`src/rtl/seq_alu_pkg.sv`:
```
// Shared opcode map, FSM state encoding and helpers for the sequential ALU.
package seq_alu_pkg;

    localparam logic [3:0] OP_ADD  = 4'd0;
    localparam logic [3:0] OP_SUB  = 4'd1;
    localparam logic [3:0] OP_AND  = 4'd2;
    localparam logic [3:0] OP_OR   = 4'd3;
    localparam logic [3:0] OP_XOR  = 4'd4;
    localparam logic [3:0] OP_SLL  = 4'd5;
    localparam logic [3:0] OP_SRL  = 4'd6;
    localparam logic [3:0] OP_SLTU = 4'd7;
    localparam logic [3:0] OP_MUL  = 4'd8;
    localparam logic [3:0] OP_MULH = 4'd9;
    localparam logic [3:0] OP_DIVU = 4'd10;
    localparam logic [3:0] OP_REMU = 4'd11;

    typedef enum logic [1:0] {
        IDLE,
        MUL,
        DIV,
        DONE
    } state_e;

    typedef enum logic {
        MODE_MUL,
        MODE_DIV
    } dm_mode_e;

    function automatic logic is_iterative(input logic [3:0] oper);
        return (oper == OP_MUL) || (oper == OP_MULH) ||
               (oper == OP_DIVU) || (oper == OP_REMU);
    endfunction

endpackage

```
`src/rtl/seq_alu_if.sv`:
```
// Request/response handshake bundle between decode, the ALU and writeback.
interface seq_alu_if #(
    parameter int WIDTH = 8
);
    logic             in_valid;
    logic             in_ready;
    logic [WIDTH-1:0] a;
    logic [WIDTH-1:0] b;
    logic [3:0]       oper;
    logic             out_valid;
    logic             out_ready;
    logic [WIDTH-1:0] result;
    logic             zero;
    logic             err;

    modport master (
        output in_valid, a, b, oper, out_ready,
        input  in_ready, out_valid, result, zero, err
    );

    modport slave (
        input  in_valid, a, b, oper, out_ready,
        output in_ready, out_valid, result, zero, err
    );
endinterface

```
`src/rtl/seq_alu_divmul.sv`:
```
// Shared one-bit-per-cycle datapath: shift-add multiplier and restoring divider.
// acc holds {product hi, multiplier} for MUL and {remainder, quotient} for DIV.
module seq_alu_divmul
    import seq_alu_pkg::*;
#(
    parameter int WIDTH = 8
) (
    input  logic             clk,
    input  logic             rst_n,
    input  logic             start,
    input  dm_mode_e         mode,
    input  logic [WIDTH-1:0] a,
    input  logic [WIDTH-1:0] b,
    output logic             done,
    output logic [WIDTH-1:0] lo,
    output logic [WIDTH-1:0] hi
);
    localparam int CW = $clog2(WIDTH + 1);

    logic [2*WIDTH-1:0] acc_q, acc_d;
    logic [WIDTH-1:0]   mcand_q, mcand_d;
    logic [CW-1:0]      cnt_q, cnt_d;
    dm_mode_e           mode_q, mode_d;
    logic [WIDTH:0]     sum;
    logic [WIDTH:0]     trial;

    always_comb begin
        acc_d   = acc_q;
        mcand_d = mcand_q;
        cnt_d   = cnt_q;
        mode_d  = mode_q;
        sum     = '0;
        trial   = '0;
        if (start) begin
            mode_d  = mode;
            mcand_d = (mode == MODE_MUL) ? a : b;
            acc_d   = (mode == MODE_MUL) ? {{WIDTH{1'b0}}, b} : {{WIDTH{1'b0}}, a};
            cnt_d   = CW'(WIDTH);
        end else if (cnt_q != '0) begin
            cnt_d = cnt_q - 1'b1;
            if (mode_q == MODE_MUL) begin
                sum   = {1'b0, acc_q[2*WIDTH-1:WIDTH]} + (acc_q[0] ? {1'b0, mcand_q} : '0);
                acc_d = {sum, acc_q[WIDTH-1:1]};
            end else begin
                // Trial subtract on the shifted remainder; keep it only if non-negative.
                trial = acc_q[2*WIDTH-1:WIDTH-1] - {1'b0, mcand_q};
                if (!trial[WIDTH]) begin
                    acc_d = {trial[WIDTH-1:0], acc_q[WIDTH-2:0], 1'b1};
                end else begin
                    acc_d = {acc_q[2*WIDTH-2:0], 1'b0};
                end
            end
        end
    end

    // Final step's value is exposed so the top can register it on the same edge.
    assign done = (cnt_q == CW'(1));
    assign lo   = acc_d[WIDTH-1:0];
    assign hi   = acc_d[2*WIDTH-1:WIDTH];

    always_ff @(posedge clk or negedge rst_n) begin
        if (!rst_n) begin
            acc_q   <= '0;
            mcand_q <= '0;
            cnt_q   <= '0;
            mode_q  <= MODE_MUL;
        end else begin
            acc_q   <= acc_d;
            mcand_q <= mcand_d;
            cnt_q   <= cnt_d;
            mode_q  <= mode_d;
        end
    end

endmodule

```
`src/rtl/seq_alu.sv`:
```
// Handshaked sequential ALU: single-cycle logic/arith ops plus iterative MUL/DIV.
// Owns the control FSM, result registers and the valid/ready interface.
module seq_alu
    import seq_alu_pkg::*;
#(
    parameter int WIDTH = 8
) (
    input logic     clk,
    input logic     rst_n,
    seq_alu_if.slave bus
);
    localparam logic [WIDTH-1:0] WLIM = WIDTH'(WIDTH);

    state_e           state_q, state_d;
    logic [WIDTH-1:0] result_q, result_d;
    logic             zero_q, zero_d;
    logic             err_q, err_d;
    logic             sel_hi_q, sel_hi_d;

    logic [WIDTH-1:0] alu_res;
    logic             alu_err;
    logic             is_div;
    logic             iterate;
    logic             dm_start;
    dm_mode_e         dm_mode;
    logic             dm_done;
    logic [WIDTH-1:0] dm_lo;
    logic [WIDTH-1:0] dm_hi;

    always_comb begin
        alu_res = '0;
        alu_err = 1'b0;
        case (bus.oper)
            OP_ADD:  alu_res = bus.a + bus.b;
            OP_SUB:  alu_res = bus.a - bus.b;
            OP_AND:  alu_res = bus.a & bus.b;
            OP_OR:   alu_res = bus.a | bus.b;
            OP_XOR:  alu_res = bus.a ^ bus.b;
            OP_SLL:  alu_res = (bus.b >= WLIM) ? '0 : (bus.a << bus.b);
            OP_SRL:  alu_res = (bus.b >= WLIM) ? '0 : (bus.a >> bus.b);
            OP_SLTU: alu_res = {{(WIDTH-1){1'b0}}, (bus.a < bus.b)};
            OP_MUL, OP_MULH: alu_res = '0;
            OP_DIVU: begin
                alu_res = '1;
                alu_err = 1'b1;
            end
            OP_REMU: begin
                alu_res = bus.a;
                alu_err = 1'b1;
            end
            default: alu_err = 1'b1;
        endcase
    end

    assign is_div  = (bus.oper == OP_DIVU) || (bus.oper == OP_REMU);
    assign iterate = is_iterative(bus.oper) && !(is_div && (bus.b == '0));
    assign dm_mode = is_div ? MODE_DIV : MODE_MUL;

    always_comb begin
        state_d  = state_q;
        result_d = result_q;
        zero_d   = zero_q;
        err_d    = err_q;
        sel_hi_d = sel_hi_q;
        dm_start = 1'b0;
        case (state_q)
            IDLE: begin
                if (bus.in_valid) begin
                    if (iterate) begin
                        dm_start = 1'b1;
                        sel_hi_d = (bus.oper == OP_MULH) || (bus.oper == OP_REMU);
                        state_d  = is_div ? DIV : MUL;
                    end else begin
                        result_d = alu_res;
                        zero_d   = (alu_res == '0);
                        err_d    = alu_err;
                        state_d  = DONE;
                    end
                end
            end
            MUL, DIV: begin
                if (dm_done) begin
                    result_d = sel_hi_q ? dm_hi : dm_lo;
                    zero_d   = ((sel_hi_q ? dm_hi : dm_lo) == '0);
                    err_d    = 1'b0;
                    state_d  = DONE;
                end
            end
            DONE: begin
                if (bus.out_ready) begin
                    state_d = IDLE;
                end
            end
            default: state_d = IDLE;
        endcase
    end

    always_ff @(posedge clk or negedge rst_n) begin
        if (!rst_n) begin
            state_q  <= IDLE;
            result_q <= '0;
            zero_q   <= 1'b0;
            err_q    <= 1'b0;
            sel_hi_q <= 1'b0;
        end else begin
            state_q  <= state_d;
            result_q <= result_d;
            zero_q   <= zero_d;
            err_q    <= err_d;
            sel_hi_q <= sel_hi_d;
        end
    end

    seq_alu_divmul #(
        .WIDTH(WIDTH)
    ) u_divmul (
        .clk   (clk),
        .rst_n (rst_n),
        .start (dm_start),
        .mode  (dm_mode),
        .a     (bus.a),
        .b     (bus.b),
        .done  (dm_done),
        .lo    (dm_lo),
        .hi    (dm_hi)
    );

    assign bus.in_ready  = (state_q == IDLE);
    assign bus.out_valid = (state_q == DONE);
    assign bus.result    = result_q;
    assign bus.zero      = zero_q;
    assign bus.err       = err_q;

endmodule

```
`src/flat_wrapper.sv`:
```
// flat-port wrapper written by rule: the top's interface ports become plain ports
module seq_alu_flat import seq_alu_pkg::*;
#(
    parameter int WIDTH = 8
)
  (clk, rst_n, bus_in_valid, bus_a, bus_b, bus_oper, bus_out_ready, bus_in_ready, bus_out_valid, bus_result, bus_zero, bus_err);
  seq_alu_if #(.WIDTH(WIDTH)) bus_i ();
  input logic clk;
  input logic rst_n;
  input wire logic [$bits(bus_i.in_valid)-1:0] bus_in_valid;
  input wire logic [$bits(bus_i.a)-1:0] bus_a;
  input wire logic [$bits(bus_i.b)-1:0] bus_b;
  input wire logic [$bits(bus_i.oper)-1:0] bus_oper;
  input wire logic [$bits(bus_i.out_ready)-1:0] bus_out_ready;
  output wire logic [$bits(bus_i.in_ready)-1:0] bus_in_ready;
  output wire logic [$bits(bus_i.out_valid)-1:0] bus_out_valid;
  output wire logic [$bits(bus_i.result)-1:0] bus_result;
  output wire logic [$bits(bus_i.zero)-1:0] bus_zero;
  output wire logic [$bits(bus_i.err)-1:0] bus_err;
  assign bus_i.in_valid = bus_in_valid;
  assign bus_i.a = bus_a;
  assign bus_i.b = bus_b;
  assign bus_i.oper = bus_oper;
  assign bus_i.out_ready = bus_out_ready;
  assign bus_in_ready = bus_i.in_ready;
  assign bus_out_valid = bus_i.out_valid;
  assign bus_result = bus_i.result;
  assign bus_zero = bus_i.zero;
  assign bus_err = bus_i.err;
  seq_alu #(.WIDTH(WIDTH)) u_core (.clk(clk), .rst_n(rst_n), .bus(bus_i));
endmodule
```
`config.mk`:
```
export PLATFORM = sky130hd
export DESIGN_NAME = seq_alu_flat
export DESIGN_NICKNAME = d
export VERILOG_FILES = /design/src/rtl/seq_alu_pkg.sv /design/src/rtl/seq_alu_if.sv /design/src/rtl/seq_alu_divmul.sv /design/src/rtl/seq_alu.sv /design/src/flat_wrapper.sv
export SDC_FILE = /design/constraint.sdc
export NUM_CORES = 1
export LEC_CHECK = 0
export BUFFER_PORTS_ARGS = -buffer_cell sky130_fd_sc_hd__buf_2
export CORE_UTILIZATION = 45
export CTS_BUF_LIST = sky130_fd_sc_hd__clkbuf_4
export DETAILED_ROUTE_END_ITERATION = 10
export SLEW_MARGIN = 20
export SYNTH_ARGS = -nofsm -noshare
export SYNTH_HDL_FRONTEND = slang
export SYNTH_SLANG_ARGS = --single-unit
```
`constraint.sdc`:
```
create_clock -name clk -period 3.8 [get_ports clk]
set_clock_uncertainty 0.1 [all_clocks]
set_input_delay 1.14 -clock clk [delete_from_list [all_inputs] [get_ports clk]]
set_output_delay 1.14 -clock clk [all_outputs]
set_load 0.01 [all_outputs]
```
# ---- Word level (Yosys, flattened, before mapping)
# Cells that the tools add are included.
dict set report word_totals {
  word_cells 97
  in_bits 24
  output_inout_bits 12
  register_bits 42
}
dict set report op_classes {
  n_reduce_logical 21
  n_bitwise 3
  shift 2
  addsub 5
  magnitude_cmp 2
  n_mux 36
  n_eq_ne 19
}
# operator n
set ops {}
lappend ops {{$pmux 8 s10} 1}
lappend ops {{$mux 8} 9}
lappend ops {{$mux 16} 4}
lappend ops {{$logic_not 8->1} 3}
lappend ops {{$eq 4x3->1 const B} 4}
lappend ops {{$eq 4x4->1 const B} 4}
lappend ops {{$pmux 8 s2} 1}
lappend ops {{$mux 1} 11}
lappend ops {{$mux 2} 5}
lappend ops {{$reduce_or 10->1} 1}
lappend ops {{$add 8x8->9} 1}
lappend ops {{$sub 9x8->9} 1}
lappend ops {{$add 8x8->8} 1}
lappend ops {{$and 8x8->8} 1}
lappend ops {{$eq 4x1->1 const B} 2}
lappend ops {{$eq 4x2->1 const B} 2}
lappend ops {{$ge 8x4->1 const B} 1}
lappend ops {{$lt 8x8->1} 1}
lappend ops {{$mux 4} 2}
lappend ops {{$or 8x8->8} 1}
lappend ops {{$shl 8x8->8} 1}
lappend ops {{$shr 8x8->8} 1}
lappend ops {{$sub 8x8->8} 1}
lappend ops {{$xor 8x8->8} 1}
lappend ops {{17 further kinds} 28}

# ---- Logic depth before layout (Yosys ltp)
dict set report logic_depth {
  ltp_word 13
  depth_mapped 13
}

# ---- Cells and area by module
# From an unflattened synthesis, not the netlist that was laid out.
dict set report unflattened {
  hier_cells 633
  area_unflattened_um2 5176.2
}
# mod area_per_inst_um2 cells_per_inst instances
set modules_own_cells {}
lappend modules_own_cells {seq_alu 2825.2 368 1}
lappend modules_own_cells {seq_alu_divmul 2351.0 265 1}

# ---- Worst setup path before layout
# OpenSTA, ideal clock, no wires.
dict set report synth_path {
  kind {input port to flip-flop}
  start {input port bus_b[5]}
  end {register u_core.zero_q (netlist: u_core.bus.zero)}
  path_stages 8
  setup_slack_ps 144
  arrival_time_ps 3464
  path_buffers 1
  cell_sequence {or4_1 > buf_2 > o31ai_4 > o22ai_1 > a31o_1 > mux2_2 > or4_1 > o31ai_2}
}
dict set report synth_via {
  elab_chain_cells 12
  word_cells_on_any_way 30
  classes_between {add/sub: 2; order compare: 2; eq/ne: 1; shift: 2; mux: 13; bitwise: 3; reduce/logical: 7}
}
# element line
set synth_lines {}
lappend synth_lines {{start: declaration} flat_wrapper.sv:12} ;# input wire logic [$bits(bus_i.b)-1:0] bus_b;
lappend synth_lines {{$logic_not 8->1} seq_alu.sv:56} ;# assign iterate = is_iterative(bus.oper) && !(is_div && (bus.b == '0));
lappend synth_lines {{$logic_and 1x1->1} seq_alu.sv:56}
lappend synth_lines {{$logic_not 1->1} seq_alu.sv:56}
lappend synth_lines {{$logic_and 1x1->1} seq_alu.sv:56}
lappend synth_lines {{$mux 1} seq_alu.sv:69} ;# if (iterate) begin
lappend synth_lines {{$mux 1} seq_alu.sv:68} ;# if (bus.in_valid) begin
lappend synth_lines {{$mux 1} seq_alu.sv:66} ;# case (state_q)
lappend synth_lines {{$mux 16} seq_alu_divmul.sv:34} ;# if (start) begin
lappend synth_lines {{via u_core.dm_lo[1]} seq_alu.sv:27} ;# logic [WIDTH-1:0] dm_lo;
lappend synth_lines {{$mux 8} seq_alu.sv:84} ;# zero_d = ((sel_hi_q ? dm_hi : dm_lo) == '0);
lappend synth_lines {{$logic_not 8->1} seq_alu.sv:84}
lappend synth_lines {{$mux 1} seq_alu.sv:82} ;# if (dm_done) begin
lappend synth_lines {{$pmux 1 s2} seq_alu.sv:66}
lappend synth_lines {{end signal: assignment} seq_alu.sv:108} ;# zero_q <= zero_d;
lappend synth_lines {{end: declaration} seq_alu.sv:16} ;# logic zero_q, zero_d;
# The timed path passes the listed nets, and every way through them passes these cells. The select of a mux whose other input is x is not followed.
# A chain may end at the register's enable or synchronous reset.

# ---- Final worst setup path
dict set report layout_path {
  start {register u_core.u_divmul.acc_q[7]}
  end {register u_core.zero_q (netlist: u_core.bus.zero)}
}
dict set report layout_via {
  elab_chain_cells 9
}
# element line
set layout_lines {}
lappend layout_lines {{start: declaration} seq_alu_divmul.sv:20} ;# logic [2*WIDTH-1:0] acc_q, acc_d;
lappend layout_lines {{start signal: assignment} seq_alu_divmul.sv:63} ;# acc_q <= '0;
lappend layout_lines {{start signal: assignment} seq_alu_divmul.sv:68} ;# acc_q <= acc_d;
lappend layout_lines {{$sub 9x8->9} seq_alu_divmul.sv:46} ;# trial = acc_q[2*WIDTH-1:WIDTH-1] - {1'b0, mcand_q};
lappend layout_lines {{$mux 16} seq_alu_divmul.sv:47} ;# if (!trial[WIDTH]) begin
lappend layout_lines {{$mux 16} seq_alu_divmul.sv:41} ;# if (mode_q == MODE_MUL) begin
lappend layout_lines {{$mux 16} seq_alu_divmul.sv:39} ;# end else if (cnt_q != '0) begin
lappend layout_lines {{$mux 16} seq_alu_divmul.sv:34}
lappend layout_lines {{via u_core.dm_hi[1]} seq_alu.sv:28} ;# logic [WIDTH-1:0] dm_hi;
lappend layout_lines {{$mux 8} seq_alu.sv:84}
lappend layout_lines {{$logic_not 8->1} seq_alu.sv:84}
lappend layout_lines {{$mux 1} seq_alu.sv:82}
lappend layout_lines {{$pmux 1 s2} seq_alu.sv:66}
# The timed path passes the listed nets, and every way through them passes these cells. The select of a mux whose other input is x is not followed.

==> results.md <==
- Standard-cell rows: 38
- Worst slack, placed: approximately 0.022 ns
- Clock root buffer: clkbuf_4
- Grt peak-use layer: met2
- Maxcap violations: 0
- Critical path class: reg -> reg
- H-tree Lvls: 2
- Fin crit share: 95.8%
- Antenna violations before repair: 1
- Slew margin rel.: roughly a third
- Sequential area share after synthesis: 20.4%
- Seq cells post-synth: 42
- Yosys warns: 0
- Total track usage: a little under a third
- TNS Setup: 0 ns
- Die Width: roughly 110 um
- Final setup violation count: 0
- Mapped Avg Cell Area: around 7.8 um^2
- Vias in the first global route: approximately 5300
- Ratio of cells with drive above 1 in the final layout: 19.7%
- Detailed placement HPWL: 14.0 mm
- I/O pin cnt: 36
- IO buf count: 35
- Crit-path max cell delay: between 0.5 and 0.6 ns
- Core area: between 10000 and 15000 um^2
- Peak supply drop: between 500 and 600 uV
- Post-synth EDFFs: 0
- Period minus WS final: between 3 and 4 ns
- WL final: around 18 mm
- Worst Path Required: approximately 4 ns
- RePlAce Congestion: about 1
- GR Overflow Total: 0
- CTS tree: yes
- Min-delay worst type: reg -> reg
- Detailed-router iteration count before antenna repair: 5
- Vias: between 5000 and 6000
- CTS Hold Bufs: 0
- Clock-pin slew on the worst setup and hold paths: 0.12 ns
- DRC: 0
- Commonest non-fill, non-tap cells in the layout: buf_4 (76), nand2_1 (61), nor2_1 (59)
- Post-Route Utilization: 54.5%
- Unrepaired setup endpoints after global routing: false
- Initial drt markers: roughly 430
- Post-CTS setup buffers: 0
- Initial core utilization: between 40% and 50%
- Die area: 11900 um^2
- Worst Path Buf+Inv: 3
- Final #Nets: a little over 800
- Synth-to-Final Area Change: 16.2%
- Clock Latency Late Sink: between 0.3 and 0.4 ns
- GR Util met3: under 10%
- Cell Chain, Critical Path: inv_1, ha_1, inv_1, fa_1, a211oi_1, buf_4, o211a_1, o211ai_1, a211oi_1, o21ai_1, mux2_2, or4_1, o31ai_2
- Power per cell area: about 760 nW/um^2
- First-pass GRT wire length: 28.1 mm
- Setup ws final: about 0.16 ns
- CTS Buf Count: 5
- Final hold vios: 0
- DR vias/cell: just over 6
- Pin count of the biggest net entering global routing: 43
- Syn_nets: 734
- Outcome: finished, final reports clean
- Antenna-violating nets left: 0
- CTS Buffer Depth: 2
- Worst path slowest cell: or4_1
- Mapped Cells: between 600 and 700
- Finished Layout Cells: between 800 and 900
- CP Max Fanout: 4
- Met2 usage in global routing: approximately 54%
- Placed cells: between 800 and 900
- Worst slew pin tran: around 1.0 ns
- Die Span Y: approximately 110 um
- CP top delay family: compound AO/OA/AOI/OAI gates
- Synth async-reset ratio: 100%
- CTS sink count: 42
- LEAKAGE: 2.76 nW
- FMAX: between 200 and 300 MHz
- Overall power: 4.55 mW
- Critical Path Source Type: flop
- CP endpoint kind: flop
- Slew Limit Fails: 0
- Avg WL per Cell: about 20 um
- Most common cell after layout, fill and taps aside: buf_4
- Cell area after synthesis: 5150 um^2
- Primary FF master, synth: dfrtp_1
- Worst EP arrival: between 3 and 4 ns
- Synth cell types: 70
- M1 GR Usage: between 30% and 40%
==> metal layers <==
metal / share of wire (%) / vias up
met1: 42 / 2566
met3: 4.5 / 42
met2: 49 / 199
li1: - / 2570
met4: 4.6 / 0
met5: 0 / -
==> final timing paths <==
| path | startpoint | end | slack (ns) | cells after the start |
|---|---|---|---|---|
| min reg2reg | u_core.bus.err$_DFFE_PN0P_ | u_core.bus.err$_DFFE_PN0P_ | 0.40 | 2 |
| max in group asynchronous | rst_n | u_core.u_divmul.mcand_q[5]$_DFFE_PN0N_ | 2.16 | 1 |
| min in group asynchronous | rst_n | u_core.u_divmul.mcand_q[2]$_DFFE_PN0N_ | 0.81 | 1 |
| max reg2reg | u_core.u_divmul.acc_q[7]$_DFF_PN0_ | u_core.bus.zero$_DFFE_PN0P_ | 0.16 | 13 |
| min | u_core.bus.err$_DFFE_PN0P_ | u_core.bus.err$_DFFE_PN0P_ | 0.40 | 2 |
| max | u_core.u_divmul.acc_q[7]$_DFF_PN0_ | u_core.bus.zero$_DFFE_PN0P_ | 0.16 | 13 |
==> power breakdown <==
| part | total, mW | internal (mW) | switching [mW] |
|---|---|---|---|
| Combinational | 3.40 | 1.50 | 1.90 |
| Sequential | 0.921 | 0.682 | 0.239 |
| Clock | 0.233 | 0.0842 | 0.149 |
==> cell type report <==
type | count | area (um^2)
inverters | 55 | 206
diodes | 1 | 2.50
fillers | 1078 | 5000
clock buffers | 7 | 52.6
multi-input cells | 520 | 3730
repair buffers | 112 | 766
flip-flops and latches | 42 | 1050
well taps | 140 | 175
==> stage by stage <==
stage / instance area, um^2 / hold WS, ns
finish: 5980 / 0.398
global route: 5980 / 0.411
CTS: 5980 / 0.396
detailed placement: 5930 / 0.365
global placement: 5930 / 0.351
floorplan: 5150 / 0.364
==> logic make-up after synthesis <==
family	after synthesis	share of synthesized area, %
XOR/XNOR	13	2.21
adder cells (fa/ha/maj)	49	12.5
AO/OA/AOI/OAI	216	28.8
multiplexers	38	9.53
flip-flops	42	20.4
buffers and inverters	99	7.24
AND/OR/NAND/NOR	204	19.3
==> what timing repair did <==
action / in CTS / in global routing
setup endpoints to repair: 0 / 1
gates resized for setup: 0 / 2
endpoints found under the hold margin: 0 / 0
==> worst register-to-register path: cells and delay by family, from the launching register on <==
family	cells	cell delay, ns
AO/OA/AOI/OAI	6	1.26
adder cells (fa/ha/maj)	2	0.63
buffers and inverters	3	0.32
flip-flops	1	0.40
multiplexers	1	0.30
AND/OR/NAND/NOR	1	0.56
==> synthesized netlist by cell type (7+ instances only) <==
library cell / n / area share [%]
nand2_1: 61 / 4.4
nor2_1: 59 / 4.3
inv_1: 54 / 3.9
o21ai_0: 49 / 4.8
ha_1: 45 / 11
dfrtp_1: 42 / 20
a21oi_1: 40 / 3.9
clkbuf_1: 37 / 2.7
mux2i_1: 22 / 4.3
nor3_1: 16 / 1.6
a211oi_1: 13 / 1.9
o211ai_1: 12 / 1.8
a21o_1: 10 / 1.5
nand2b_1: 10 / 1.2
o31ai_1: 10 / 1.5
xnor2_1: 10 / 1.7
a31oi_1: 9 / 1.1
and2_1: 9 / 1.1
mux2_2: 8 / 1.8
mux4_2: 8 / 3.5
nand3b_1: 7 / 1.0
nor2b_1: 7 / 0.85
o21a_1: 7 / 1.0
==> sequential cells by signal, indices dropped and copies added, names as in the netlist <==
signal,cells
u_core.bus.err,1
u_core.u_divmul.cnt_q,4
u_core.u_divmul.mcand_q,8
u_core.bus.zero,1
u_core.state_q,2
u_core.sel_hi_q,1
u_core.bus.result,8
u_core.u_divmul.mode_q,1
u_core.u_divmul.acc_q,16
No activity file was read; power rests on OpenSTA's default activity.
